--- config.mk ---
export PLATFORM = sky130hd
export DESIGN_NAME = fifo_rd_burst_engine
export DESIGN_NICKNAME = d
export VERILOG_FILES = /design/src/rtl/fifo_rd_pkg.sv /design/src/rtl/fifo_rd_skid.sv /design/src/rtl/fifo_rd_burst_engine.sv
export SDC_FILE = /design/constraint.sdc
export NUM_CORES = 1
export LEC_CHECK = 0
export CAP_MARGIN = 5
export CORE_MARGIN = 2
export CORE_UTILIZATION = 35
export CTS_CLUSTER_DIAMETER = 50
export DETAILED_ROUTE_END_ITERATION = 16
export HOLD_SLACK_MARGIN = 0.02
export PLACE_DENSITY = 0.71
export SLEW_MARGIN = 20
export SYNTH_ARGS = -nofsm -noshare
export SYNTH_HDL_FRONTEND = slang
export SYNTH_HIERARCHICAL = 1
export SYNTH_SLANG_ARGS = --single-unit
--- constraint.sdc ---
create_clock -name rclk -period 6.1 [get_ports rclk]
set_input_delay 1.22 -clock rclk [delete_from_list [all_inputs] [get_ports rclk]]
set_output_delay 1.22 -clock rclk [all_outputs]
set_load 0.05 [all_outputs]
--- src/rtl/fifo_rd_pkg.sv ---
// fifo_rd_pkg
// Shared widths, FSM state type and the skid-buffer word type for the
// read-side burst engine of the async FIFO.
//   DATA_WIDTH : FIFO word width
//   ADDR_WIDTH : FIFO address width, depth = 2**ADDR_WIDTH
//   LEN_WIDTH  : burst length width, wide enough to hold a full-depth burst
package fifo_rd_pkg;

  localparam int DATA_WIDTH = 8;
  localparam int ADDR_WIDTH = 6;
  localparam int LEN_WIDTH  = ADDR_WIDTH + 1;

  typedef enum logic [1:0] {
    IDLE,
    READ,
    FLUSH,
    DONE
  } rd_state_t;

  typedef struct packed {
    logic [DATA_WIDTH-1:0] data;
    logic                  last;
  } rd_word_t;

endpackage

--- src/rtl/fifo_rd_skid.sv ---
// fifo_rd_skid
// Two-entry valid/ready buffer between the FIFO read port and the output
// stream. entry0 is always the head; entry1 only holds a word while the
// buffer is full.
// Ports:
//   clk, rst    : clock and synchronous active-high reset
//   push        : write push_word this cycle (honoured only when push_ready)
//   push_word   : incoming word
//   push_ready  : registered occupancy is below two
//   pop_valid   : head entry holds a word
//   pop_word    : head entry
//   pop_ready   : downstream accepts the head this cycle
//   count       : registered occupancy, 0..2
module fifo_rd_skid
  import fifo_rd_pkg::*;
(
  input  logic       clk,
  input  logic       rst,
  input  logic       push,
  input  rd_word_t   push_word,
  output logic       push_ready,
  output logic       pop_valid,
  output rd_word_t   pop_word,
  input  logic       pop_ready,
  output logic [1:0] count
);

  rd_word_t entry0;
  rd_word_t entry1;
  logic     do_push;
  logic     do_pop;

  assign push_ready = (count != 2'd2);
  assign pop_valid  = (count != 2'd0);
  assign pop_word   = entry0;
  assign do_push    = push && push_ready;
  assign do_pop     = pop_valid && pop_ready;

  // Occupancy update. With one word held, a simultaneous push and pop
  // replaces the head in place so the stream keeps 1 word/cycle.
  always_ff @(posedge clk) begin
    if (rst) begin
      count  <= 2'd0;
      entry0 <= '0;
      entry1 <= '0;
    end else begin
      case (count)
        2'd0: begin
          if (do_push) begin
            entry0 <= push_word;
            count  <= 2'd1;
          end
        end
        2'd1: begin
          if (do_push && do_pop) begin
            entry0 <= push_word;
          end else if (do_push) begin
            entry1 <= push_word;
            count  <= 2'd2;
          end else if (do_pop) begin
            count  <= 2'd0;
          end
        end
        default: begin
          if (do_pop) begin
            entry0 <= entry1;
            count  <= 2'd1;
          end
        end
      endcase
    end
  end

endmodule

--- src/rtl/fifo_rd_burst_engine.sv ---
// fifo_rd_burst_engine
// Read-clock-domain burst controller: accepts a length request, pops that
// many words from a fall-through FIFO read port and forwards them on a
// valid/ready stream with the final word flagged.
// Ports:
//   rclk, rrst          : read clock, synchronous active-high reset
//   req_valid/req_len   : burst request (0..64 words), req_ready while idle
//   rinc/rdata/rempty   : FIFO read port (rdata valid whenever !rempty)
//   m_valid/m_data/
//   m_last/m_ready      : output stream
//   busy                : engine not idle
//   words_read          : FIFO pops in the current burst
//   done                : one-cycle completion pulse
//   csum                : XOR of all words delivered in the burst
//                         (present only when FIFO_RD_CSUM_EN is defined)
module fifo_rd_burst_engine
  import fifo_rd_pkg::*;
(
  input  logic                  rclk,
  input  logic                  rrst,
  input  logic                  req_valid,
  input  logic [LEN_WIDTH-1:0]  req_len,
  output logic                  req_ready,
  output logic                  rinc,
  input  logic [DATA_WIDTH-1:0] rdata,
  input  logic                  rempty,
  output logic                  m_valid,
  output logic [DATA_WIDTH-1:0] m_data,
  output logic                  m_last,
  input  logic                  m_ready,
  output logic                  busy,
  output logic [LEN_WIDTH-1:0]  words_read,
  output logic                  done
`ifdef FIFO_RD_CSUM_EN
  ,
  output logic [DATA_WIDTH-1:0] csum
`endif
);

  rd_state_t            state;
  rd_state_t            state_next;
  logic [LEN_WIDTH-1:0] remaining;
  logic                 accept;
  logic                 handshake;
  logic                 skid_push_ready;
  logic [1:0]           skid_count;
  rd_word_t             skid_in;
  rd_word_t             skid_head;

  assign handshake = m_valid && m_ready;
  assign busy      = (state != IDLE);
  assign m_data    = skid_head.data;
  assign m_last    = skid_head.last;
  assign skid_in   = '{data: rdata, last: (remaining == LEN_WIDTH'(1))};

  // State register.
  always_ff @(posedge rclk) begin
    if (rrst) begin
      state <= IDLE;
    end else begin
      state <= state_next;
    end
  end

  // Next state and FSM outputs. rinc is held low during a reset cycle so
  // the FIFO never loses a word on the same edge that clears the engine.
  always_comb begin
    state_next = state;
    req_ready  = 1'b0;
    rinc       = 1'b0;
    done       = 1'b0;
    accept     = 1'b0;
    case (state)
      IDLE: begin
        req_ready = 1'b1;
        if (req_valid) begin
          accept     = 1'b1;
          state_next = (req_len != '0) ? READ : DONE;
        end
      end
      READ: begin
        rinc = !rrst && !rempty && (remaining != '0) && skid_push_ready;
        if (rinc && (remaining == LEN_WIDTH'(1))) begin
          state_next = FLUSH;
        end
      end
      FLUSH: begin
        if (handshake && m_last) begin
          state_next = DONE;
        end
      end
      DONE: begin
        done       = 1'b1;
        state_next = IDLE;
      end
      default: state_next = IDLE;
    endcase
  end

  // Burst counters. remaining only moves on a pop, so words_read stops at
  // the requested length without any explicit saturation.
  always_ff @(posedge rclk) begin
    if (rrst) begin
      remaining  <= '0;
      words_read <= '0;
    end else if (accept) begin
      remaining  <= req_len;
      words_read <= '0;
    end else if (rinc) begin
      remaining  <= remaining - LEN_WIDTH'(1);
      words_read <= words_read + LEN_WIDTH'(1);
    end
  end

  fifo_rd_skid u_skid (
    .clk        (rclk),
    .rst        (rrst),
    .push       (rinc),
    .push_word  (skid_in),
    .push_ready (skid_push_ready),
    .pop_valid  (m_valid),
    .pop_word   (skid_head),
    .pop_ready  (m_ready),
    .count      (skid_count)
  );

`ifdef FIFO_RD_CSUM_EN
  // Running XOR of delivered words; cleared when a new burst is accepted
  // and otherwise held, so it is still readable after done.
  always_ff @(posedge rclk) begin
    if (rrst) begin
      csum <= '0;
    end else if (accept) begin
      csum <= '0;
    end else if (handshake) begin
      csum <= csum ^ m_data;
    end
  end
`endif

endmodule

==> run metrics <==
dominant synthesized flop cell dfxtp_1; I/O Buffers 40; number of synthesized flops with an enable pin 0; fin util 47.1%; Worst Hold Depth 2; Die Y 78.0 um; core area 5200 um^2; die area 6080 um^2; crit path kind in2out; Slew HR 44.0%; CTS tree built; Clock Path Buffers 2; Total GRT Usage 14.7%; unrepaired setup endpoints after global routing no; Final setup violation count 0; Seq/Total Area, Yosys 37.6%; CTS clk-pin slew, worst paths 0.07 ns; Worst Skew 0.00366 ns; DR pass1 iterations 4; Synth Instances 208; Initial Utilization 36.8%; vias in the first global route 1548; Slew @ Worst Pin 0.838 ns; period utilization 69.7%; syn avg cell area 9.21 um^2; initial antenna violation count 0; share of cells above drive strength 1 9.84%; crit end category primary output; WP data required 4.88 ns; I/O pins 41; post-synth cell types 37; cell area power density 322 nW/um^2; R2R cell count 7; routability cong. 0.712; P_leak 0.815 nW; Area Growth Syn to Fin 27.9%; setup repair bufs after CTS 0; max_cap viols 0; CP Launch Type primary input; grt total ovfl 0; post_cts resized 0; Final Hold Viols 0; count of pins over their slew limit 0; first-pass GRT wire length 7250 um; status completed; Post-route DRC 0; layout net count 271; drt wl/cell 13.2 um; hold crit path type reg2reg; die width 78.0 um; CP max FO 32; Syn. warnings 6; CTS Hold Bufs 0; pin count of the biggest net entering global routing 33; mapped cell area 1920 um^2; ant diodes 0; Tmin final 4.25 ns; post-DP HPWL 2930 um; drt total wl 4140 um; most common cell after layout, fill and taps aside clkdlybuf4s50_1; H-tree depth 2; Worst-Skew Late Latency 0.28 ns; Clock Sinks 36; Max Fclk 235 MHz; CTS root buf clkbuf_8; Starting DRT DRC Count 71; DR vias 1583; Synth Net Count 236; setup_tns 0 ns; Yosys reg bits 36; CTS Buf Count 5; Via density 5.04; crit path DAT 3.03 ns; most frequent cells in the layout clkdlybuf4s50_1, dfxtp_1, a21oi_1; async set or reset register ratio after synthesis 0%; Placement Rows 26; antenna viol nets, final 0; VDD IR-drop max 164 uV
[layout make-up]
| cell class | count | area [um^2] |
|---|---|---|
| clock buffers | 7 | 86.3 |
| clock inverters | 1 | 7.51 |
| fillers | 521 | 2760 |
| inverters | 6 | 22.5 |
| multi-input cells | 152 | 1100 |
| flip-flops and latches | 36 | 721 |
| well taps | 70 | 87.6 |
| repair buffers | 42 | 425 |
[sequential cells by signal, indices dropped and copies added, names as in the netlist]
name	flops
u_skid/entry1	9
u_skid/pop_word	9
remaining	7
words_read	7
state	2
u_skid/count	2
[through the flow]
stage | area, um^2 | setup WS, ns | std cells | total power [W] | hold WS, ns
after floorplan | 1920 | 2.46 | 208 | 0.000536 | 0.436
after global placement | 2360 | 1.86 | 306 | 0.000615 | 0.441
after detailed placement | 2360 | 1.86 | 306 | 0.000620 | 0.448
after CTS | 2450 | 1.84 | 314 | 0.000799 | 0.458
after global routing | 2450 | 1.64 | 314 | 0.000846 | 0.476
final | 2450 | 1.85 | 314 | 0.000790 | 0.459
[metal layers]
metal	routed length, um	global-route usage, %	vias to the layer above
li1	-	-	819
met1	2080	20.6	728
met2	1840	22.5	32
met3	185	3.14	4
met4	44	4.74	0
met5	0	0	-
[final timing paths]
kind	startpoint	endpoint	slack, ns
hold / removal	u_skid/entry1[4]	u_skid/entry1[4]	0.46
setup reg to reg	u_skid/count[1]	u_skid/pop_word[0]	3.23
setup / recovery	rrst	rinc	1.85
hold reg to reg	u_skid/entry1[4]	u_skid/entry1[4]	0.46
[Yosys cell counts (2+ instances only)]
library cell  instances  share of area, %
dfxtp_1              36                38
a21oi_1              22               5.7
nand2_1              20               3.9
nor2_1               18               3.5
mux2i_1              12               6.3
a211oi_2              9               5.9
xor2_1                9               4.1
clkbuf_1              8               1.6
ha_1                  8               5.2
a211oi_1              6               2.4
inv_1                 6               1.2
o2111ai_1             6               2.7
o211ai_1              6               2.4
nand2b_1              5               1.6
nor3_1                5               1.3
and2_1                4               1.3
buf_2                 4               1.0
a221oi_1              2              0.91
buf_6                 2               1.2
nand3_1               2              0.52
xnor2_1               2              0.91
[power breakdown]
| group | switching (W) | internal [W] |
|---|---|---|
| Combinational | 0.000202 | 0.000122 |
| Clock | 0.0000832 | 0.0000917 |
| Sequential | 0.0000278 | 0.000263 |
| Total | 0.000313 | 0.000477 |
[worst max-delay path, stage by stage]
cell and delay (ns):
clkdlybuf4s50_1 0.40, buf_4 0.25, nor4bb_1 0.29, buf_4 0.22
o21a_1 0.43, buf_12 0.20
[kinds of logic after synthesis]
group / synth area share, %
XOR/XNOR: 5.03
multiplexers: 6.27
adder cells (fa/ha/maj): 5.23
buffers and inverters: 4.96
flip-flops: 37.6
AND/OR/NAND/NOR: 17.6
AO/OA/AOI/OAI: 23.3
(Power assumes the default switching activity.)
